**src/rtl/countdown_display_if.sv**
```systemverilog
// countdown_display_if: groups the countdown inputs and the display/buzzer
// outputs of countdown_display. The master side (the counter plus whatever
// observes the display) drives TimeH/TimeL/beep/mute. The slave side
// (countdown_display) drives seg_n/dig_n/buzzer.
interface countdown_display_if;
    logic [3:0] TimeH;
    logic [3:0] TimeL;
    logic       beep;
    logic       mute;
    logic [6:0] seg_n;
    logic [1:0] dig_n;
    logic       buzzer;

    modport master (
        output TimeH, TimeL, beep, mute,
        input  seg_n, dig_n, buzzer
    );

    modport slave (
        input  TimeH, TimeL, beep, mute,
        output seg_n, dig_n, buzzer
    );
endinterface

```
**src/rtl/countdown_display.sv**
```systemverilog
// countdown_display: two-digit multiplexed seven-segment driver and buzzer for
// a BCD countdown. The BCD inputs come from a slow clock domain. They are
// synchronised, and skewed updates are rejected, before they reach the display.
// The display blanks a leading tens zero. At zero the unit blinks "00" and
// sounds the buzzer until the alarm ends. A sticky mute silences the buzzer
// for the current alarm only.
// Optional feature macro: BUZZER_TONE_EN. When it is defined, the buzzer
// produces a square-wave tone. When it is not defined, the buzzer is a
// steady level.
module countdown_display #(
    parameter int unsigned SCAN_DIV  = 50000,
    parameter int unsigned BLINK_DIV = 12500000,
    parameter int unsigned TONE_DIV  = 12500
) (
    input  logic                 clock,
    input  logic                 reset,
    countdown_display_if.slave   bus
);

    localparam int unsigned SCAN_W  = (SCAN_DIV  > 1) ? $clog2(SCAN_DIV)  : 1;
    localparam int unsigned BLINK_W = (BLINK_DIV > 1) ? $clog2(BLINK_DIV) : 1;
    // Held value at reset is {beep=0, TimeH=1, TimeL=5}.
    localparam logic [8:0]  HELD_RST = {1'b0, 4'd1, 4'd5};

    typedef enum logic {SCAN_L, SCAN_H} scan_state_t;

    scan_state_t        state, state_next;
    logic [SCAN_W-1:0]  pres, pres_next;
    logic [8:0]         s1, s2, s3, held, held_next;
    logic               alarm, alarm_next;
    logic [BLINK_W-1:0] blink_cnt;
    logic               blink_phase;
    logic               muted, muted_next;
    logic [6:0]         seg_d;
    logic [1:0]         dig_d;
    logic               buz_d;

    function automatic logic [6:0] seg_code(input logic [3:0] v);
        case (v)
            4'd0:    seg_code = 7'h40;
            4'd1:    seg_code = 7'h79;
            4'd2:    seg_code = 7'h24;
            4'd3:    seg_code = 7'h30;
            4'd4:    seg_code = 7'h19;
            4'd5:    seg_code = 7'h12;
            4'd6:    seg_code = 7'h02;
            4'd7:    seg_code = 7'h78;
            4'd8:    seg_code = 7'h00;
            4'd9:    seg_code = 7'h10;
            default: seg_code = 7'h3F;
        endcase
    endfunction

    // Three-stage synchroniser for the counter outputs, followed by the held register.
    always_ff @(posedge clock or negedge reset) begin
        if (!reset) begin
            s1   <= HELD_RST;
            s2   <= HELD_RST;
            s3   <= HELD_RST;
            held <= HELD_RST;
        end else begin
            s1   <= {bus.beep, bus.TimeH, bus.TimeL};
            s2   <= s1;
            s3   <= s2;
            held <= held_next;
        end
    end

    // Load only when two consecutive stages agree, so multi-bit skew never lands in held.
    always_comb begin
        held_next = held;
        if (s2 == s3) held_next = s2;
    end

    assign alarm      = held[8];
    assign alarm_next = held_next[8];

    // Scan state register and prescaler.
    always_ff @(posedge clock or negedge reset) begin
        if (!reset) begin
            state <= SCAN_L;
            pres  <= '0;
        end else begin
            state <= state_next;
            pres  <= pres_next;
        end
    end

    // Prescaler wrap toggles the scanned digit.
    always_comb begin
        state_next = state;
        pres_next  = pres + 1'b1;
        if (pres == SCAN_W'(SCAN_DIV - 1)) begin
            pres_next  = '0;
            state_next = (state == SCAN_L) ? SCAN_H : SCAN_L;
        end
    end

    // Blink timer. It is keyed on the next alarm value so that it clears on the same edge as the alarm.
    always_ff @(posedge clock or negedge reset) begin
        if (!reset) begin
            blink_cnt   <= '0;
            blink_phase <= 1'b0;
        end else if (!alarm_next) begin
            blink_cnt   <= '0;
            blink_phase <= 1'b0;
        end else if (blink_cnt == BLINK_W'(BLINK_DIV - 1)) begin
            blink_cnt   <= '0;
            blink_phase <= ~blink_phase;
        end else begin
            blink_cnt   <= blink_cnt + 1'b1;
        end
    end

    // Sticky mute, armed only during an alarm and dropped when the alarm ends.
    always_comb begin
        muted_next = muted;
        if (!alarm_next)
            muted_next = 1'b0;
        else if (bus.mute && alarm)
            muted_next = 1'b1;
    end

    // Mute flag register.
    always_ff @(posedge clock or negedge reset) begin
        if (!reset) muted <= 1'b0;
        else        muted <= muted_next;
    end

`ifdef BUZZER_TONE_EN
    localparam int unsigned TONE_W = (TONE_DIV > 1) ? $clog2(TONE_DIV) : 1;

    logic [TONE_W-1:0] tone_cnt;
    logic              tone;
    logic              sounding_next;

    assign sounding_next = alarm_next & ~muted_next;

    // Tone generator. It is held at zero whenever the buzzer is not about to sound.
    always_ff @(posedge clock or negedge reset) begin
        if (!reset) begin
            tone_cnt <= '0;
            tone     <= 1'b0;
        end else if (!sounding_next) begin
            tone_cnt <= '0;
            tone     <= 1'b0;
        end else if (tone_cnt == TONE_W'(TONE_DIV - 1)) begin
            tone_cnt <= '0;
            tone     <= ~tone;
        end else begin
            tone_cnt <= tone_cnt + 1'b1;
        end
    end

    assign buz_d = alarm & ~muted & tone;
`else
    logic unused_tone_div;
    assign unused_tone_div = ^TONE_DIV;
    assign buz_d = alarm & ~muted;
`endif

    // Next output values. They use the upcoming scan slot, so registering them lines up with the scan state.
    always_comb begin
        seg_d = seg_code((state_next == SCAN_H) ? held[7:4] : held[3:0]);
        if (state_next == SCAN_H && held[7:4] == 4'd0 && !alarm)
            seg_d = '1;
        if (pres_next == '0)
            dig_d = '1;
        else if (alarm && blink_phase)
            dig_d = '1;
        else
            dig_d = (state_next == SCAN_L) ? 2'b10 : 2'b01;
    end

    // Output registers.
    always_ff @(posedge clock or negedge reset) begin
        if (!reset) begin
            bus.seg_n  <= '1;
            bus.dig_n  <= '1;
            bus.buzzer <= 1'b0;
        end else begin
            bus.seg_n  <= seg_d;
            bus.dig_n  <= dig_d;
            bus.buzzer <= buz_d;
        end
    end

endmodule

```
**src/flat_wrapper.sv**
```systemverilog
// flat-port wrapper written by rule: the top's interface ports become plain ports
module countdown_display_flat 
#(
    parameter int unsigned SCAN_DIV  = 50000,
    parameter int unsigned BLINK_DIV = 12500000,
    parameter int unsigned TONE_DIV  = 12500
)
  (clock, reset, bus_TimeH, bus_TimeL, bus_beep, bus_mute, bus_seg_n, bus_dig_n, bus_buzzer);
  countdown_display_if bus_i ();
  input  logic clock;
  input  logic reset;
  input wire logic [$bits(bus_i.TimeH)-1:0] bus_TimeH;
  input wire logic [$bits(bus_i.TimeL)-1:0] bus_TimeL;
  input wire logic [$bits(bus_i.beep)-1:0] bus_beep;
  input wire logic [$bits(bus_i.mute)-1:0] bus_mute;
  output wire logic [$bits(bus_i.seg_n)-1:0] bus_seg_n;
  output wire logic [$bits(bus_i.dig_n)-1:0] bus_dig_n;
  output wire logic [$bits(bus_i.buzzer)-1:0] bus_buzzer;
  assign bus_i.TimeH = bus_TimeH;
  assign bus_i.TimeL = bus_TimeL;
  assign bus_i.beep = bus_beep;
  assign bus_i.mute = bus_mute;
  assign bus_seg_n = bus_i.seg_n;
  assign bus_dig_n = bus_i.dig_n;
  assign bus_buzzer = bus_i.buzzer;
  countdown_display #(.SCAN_DIV(SCAN_DIV), .BLINK_DIV(BLINK_DIV), .TONE_DIV(TONE_DIV)) u_core (.clock(clock), .reset(reset), .bus(bus_i));
endmodule
```
**config.mk**
```make
export PLATFORM = sky130hd
export DESIGN_NAME = countdown_display_flat
export DESIGN_NICKNAME = d
export VERILOG_FILES = /design/src/rtl/countdown_display_if.sv /design/src/rtl/countdown_display.sv /design/src/flat_wrapper.sv
export SDC_FILE = /design/constraint.sdc
export NUM_CORES = 1
export LEC_CHECK = 0
export CAP_MARGIN = 20
export CORE_MARGIN = 2
export CORE_UTILIZATION = 59
export CTS_CLUSTER_DIAMETER = 40
export CTS_CLUSTER_SIZE = 40
export DETAILED_ROUTE_END_ITERATION = 10
export PLACE_DENSITY = 0.85
export SYNTH_ARGS = -nofsm -noshare
export SYNTH_HDL_FRONTEND = slang
export SYNTH_SLANG_ARGS = --single-unit
```
**constraint.sdc**
```tcl
create_clock -name clock -period 2.8 [get_ports clock]
set_clock_uncertainty 0.1 [all_clocks]
set_input_delay 0.28 -clock clock [delete_from_list [all_inputs] [get_ports clock]]
set_output_delay 0.28 -clock clock [all_outputs]
set_load 0.1 [all_outputs]
```
==> flow_metrics.py <==
metrics = {
    "timing": {
        "worst_pin_slew_ns": 0.961,
        "rsz0062_at_grt": "no",
        "period_share": 0.888,
        "maxSlewViolCount": 0,
        "fin_tns_setup_ns": 0,
        "report.final.hold_viol_count": 0,
        "clock.fmax_mhz": 402,
        "finalSetupViolations": 0,
        "whs_ns": 0.210,
        "maxSlewHeadroom": 0.359,
        "period_needed_ns": 2.49,
        "setup_ws_ns": 0.315,
    },
    "logic_synthesis": {
        "synth_nets": 372,
        "synth_compound_area_frac": 0.0779,
        "yosysWarnings": 0,
        "synth_fa_ha_area_frac": 0.00628,
        "yosys.area_share.xor_xnor": 0.115,
        "synth-simple-area-share": 0.178,
        "synth_flop_cell": "dfrtp_1",
        "synth_area_leaders": "dfrtp_1 43%, dfstp_2 14%, xor2_1 7.9%, nor2_1 5.0%, xnor2_1 2.9%",
        "async_reset_ff_frac": 1.00,
        "synth_mux_area_frac": 0.0276,
        "synth_top_area_frac": 0.427,
        "avgSynthCellArea_um2": 11.1,
        "yosysSeqAreaShare": 0.566,
        "synth_cell_types": 54,
        "synth_top_area_cell": "dfrtp_1",
        "ys_ff_latch": 89,
        "synth_cells": 358,
        "synth_top_family_by_area": "simple AND/OR/NAND/NOR gates",
        "syn_area_um2": 3980,
        "synth_edf_count": 0,
    },
    "finish": {
        "antenna_cells": 0,
        "drive_above_1_share": 0.175,
        "fin_area_um2": 4400,
        "fillers": 481,
        "fin_nets": 392,
        "syn_to_final_growth_pct": 10.5,
        "utilization": 0.685,
    },
    "clocking": {
        "cts_root_buf": "clkbuf_8",
        "postCtsHoldBufs": 1,
        "cts_buffers": 9,
        "clockBufferDepth": 2,
        "clock-sinks": 89,
        "cts_setup_buffers": 0,
        "cts_tree": "built",
        "htreeDepth": 3,
        "clock_latency_ns": 0.37,
        "cts_resized": 0,
        "clk_pin_slew_ns": 0.09,
    },
    "routing": {
        "dr_total_vias": 2619,
        "ant_nets": 0,
        "vias_per_cell": 5.69,
        "drc": 0,
        "post_drt_wl_per_cell_um": 15.6,
        "dr.pass1.iters": 4,
        "totalWireLength_um": 7170,
        "drt_iter0_drc": 154,
    },
    "setup_path": {
        "reg2reg_to": "u_core.bus.seg_n[5]$_DFF_PN1_",
        "ff2ff_path_depth": 8,
        "slowest_stage": "dfrtp_1",
        "cp_max_fo": 12,
        "cp-end-kind": "flop",
        "required_ns": 3.00,
        "worst_path_largest_cell_delay_ns": 0.45,
        "critPathTopFamily": "simple AND/OR/NAND/NOR gates",
        "path_cells": "ha_1 -> and3_1 -> and4_4 -> xnor2_4 -> inv_2 -> nor4_2 -> nor3_1 -> a311o_1",
        "arrival_ns": 2.68,
        "worstReg2RegStart": "u_core.pres[0]$_DFF_PN0_",
        "path_class": "reg2reg",
        "cp-start-kind": "flop",
        "r2r_setup_slack_ns": 0.31,
        "crit_buf_inv": 1,
    },
    "global_route": {
        "grt_antenna_before_repair": 0,
        "grt_max_degree": 82,
        "grt_pass1_vias": 2618,
        "grt_use_total": 0.214,
        "gr-total-overflow": 0,
        "grt_pass1_wl_um": 12200,
    },
    "place": {
        "place_ws_ns": 0.315,
        "place_hpwl_um": 4810,
        "place_area_um2": 4200,
        "numPortBuffers": 21,
        "place_congestion": 0.876,
    },
    "min_path": {
        "min_from": "bus_TimeH[0]",
        "whs_path_depth": 1,
        "hold_path.class": "in2reg",
        "min_to": "u_core.s1[4]$_DFF_PN1_",
    },
    "power_and_ir_drop": {
        "peakVddDrop_uv": 481,
        "power_density_nw_per_um2": 591,
        "p_leak_uw": 0.00189,
    },
    "run_status": {
        "status": "completed",
    },
    "die": {
        "die_y_um": 86.2,
        "initial_core_util": 0.620,
        "num_rows": 29,
        "fp.dieArea_um2": 7420,
        "num_io_pins": 22,
        "core_region_area_um2": 6420,
        "fp.dieW_um": 86.2,
    },
    "run": {
        "maxCapViolCount": 0,
    },
}
## report_power, final
part	switching (uW)	leakage, uW	internal [uW]
registers	56.8	0.00111	1360
logic	245	0.000683	99.4
clock network	497	0.0000951	345
total	798	0.00189	1800
## cells in the mapped netlist, types with 2 or more instances
| master | count |
|---|---|
| dfrtp_1 | 68 |
| nand4_1 | 8 |
| and3_1 | 6 |
| nand3_1 | 20 |
| a211oi_1 | 2 |
| and4_1 | 2 |
| nor4_2 | 2 |
| dfstp_2 | 21 |
| nor4_1 | 5 |
| inv_1 | 7 |
| nor2_1 | 53 |
| nor2b_1 | 9 |
| mux2i_1 | 2 |
| nand2_1 | 15 |
| mux2_2 | 8 |
| a21boi_0 | 2 |
| o21ai_0 | 12 |
| a21oi_1 | 11 |
| xor2_1 | 36 |
| o221ai_1 | 2 |
| clkbuf_1 | 11 |
| o22ai_1 | 2 |
| nor4b_1 | 2 |
| nor3_1 | 6 |
| buf_6 | 3 |
| xnor2_1 | 13 |
| a2111oi_0 | 2 |
| ha_1 | 2 |
## layout make-up
type,instances,area (um^2),area share
inverter,8,30.0,0.00682
clock buffer,9,124,0.0281
multi-input combinational,245,1610,0.366
tap,77,96.3,0.0219
clock inverter,7,70.1,0.0159
sequential,89,2250,0.512
timing repair buffer,25,215,0.0489
## registers in the layout, indices dropped and copies added (netlist names), 2 cells and up
signal / count
u_core.s3: 9
u_core.held: 9
u_core.pres: 16
u_core.s1: 9
u_core.blink_cnt: 24
u_core.bus.dig_n: 2
u_core.bus.seg_n: 7
u_core.s2: 9
## how the worst max path moves through the flow
stage                                     to  slack, ns  cells past startpoint                      from
2_1_floorplan  u_core.bus.seg_n[5]$_DFF_PN1_       0.63                      8  u_core.pres[0]$_DFF_PN0_
3_3_place_gp   u_core.bus.seg_n[5]$_DFF_PN1_       0.41                      8  u_core.pres[0]$_DFF_PN0_
3_5_place_dp   u_core.bus.seg_n[5]$_DFF_PN1_       0.32                      8  u_core.pres[0]$_DFF_PN0_
4_1_cts        u_core.bus.seg_n[5]$_DFF_PN1_       0.31                      8  u_core.pres[0]$_DFF_PN0_
5_1_grt        u_core.bus.seg_n[5]$_DFF_PN1_       0.09                      8  u_core.pres[0]$_DFF_PN0_
6_report       u_core.bus.seg_n[5]$_DFF_PN1_       0.31                      8  u_core.pres[0]$_DFF_PN0_
## layer usage
layer	track usage	wire length [um]	up-vias
met2	0.342	3550	51
met1	0.278	3220	1280
li1	-	-	1274
met4	0.111	163	0
met3	0.0404	233	14
met5	0	0	-
## stage by stage
stage	instances	power, uW
CTS	460	2620
detailed placement	443	1780
finish	460	2600
global placement	443	1770
floorplan	358	1690
global route	460	2710
## worst reg2reg max path: stages, from the launching register on
cell	delay [ns]
dfrtp_1	0.45
ha_1	0.29
and3_1	0.22
and4_4	0.34
xnor2_4	0.20
inv_2	0.17
nor4_2	0.24
nor3_1	0.08
a311o_1	0.32
## layout by cell type (no fill, tap or decap), types with 5 or more instances in the layout
cell / synthesis / routed
nor2_1: 53 / 53
clkbuf_8: 0 / 9
nor3_1: 6 / 6
mux2_2: 8 / 8
dfstp_2: 21 / 21
clkdlybuf4s50_1: 0 / 10
nor4_1: 5 / 5
xnor2_1: 13 / 13
nand4_1: 8 / 8
nand2_1: 15 / 15
dfrtp_1: 68 / 68
a21oi_1: 11 / 11
and3_1: 6 / 6
inv_1: 7 / 7
nand3_1: 20 / 20
buf_4: 1 / 14
nor2b_1: 9 / 9
xor2_1: 36 / 36
o21ai_0: 12 / 12
## kinds of logic after synthesis
group | count (synthesis)
AOI/OAI and AO/OA | 45
xor gates and xnor gates | 50
adders and majority gates | 2
buffers and inverters | 24
DFF | 89
muxes | 10
and+or+nand+nor | 138
No activity file was read; power rests on OpenSTA's default activity.
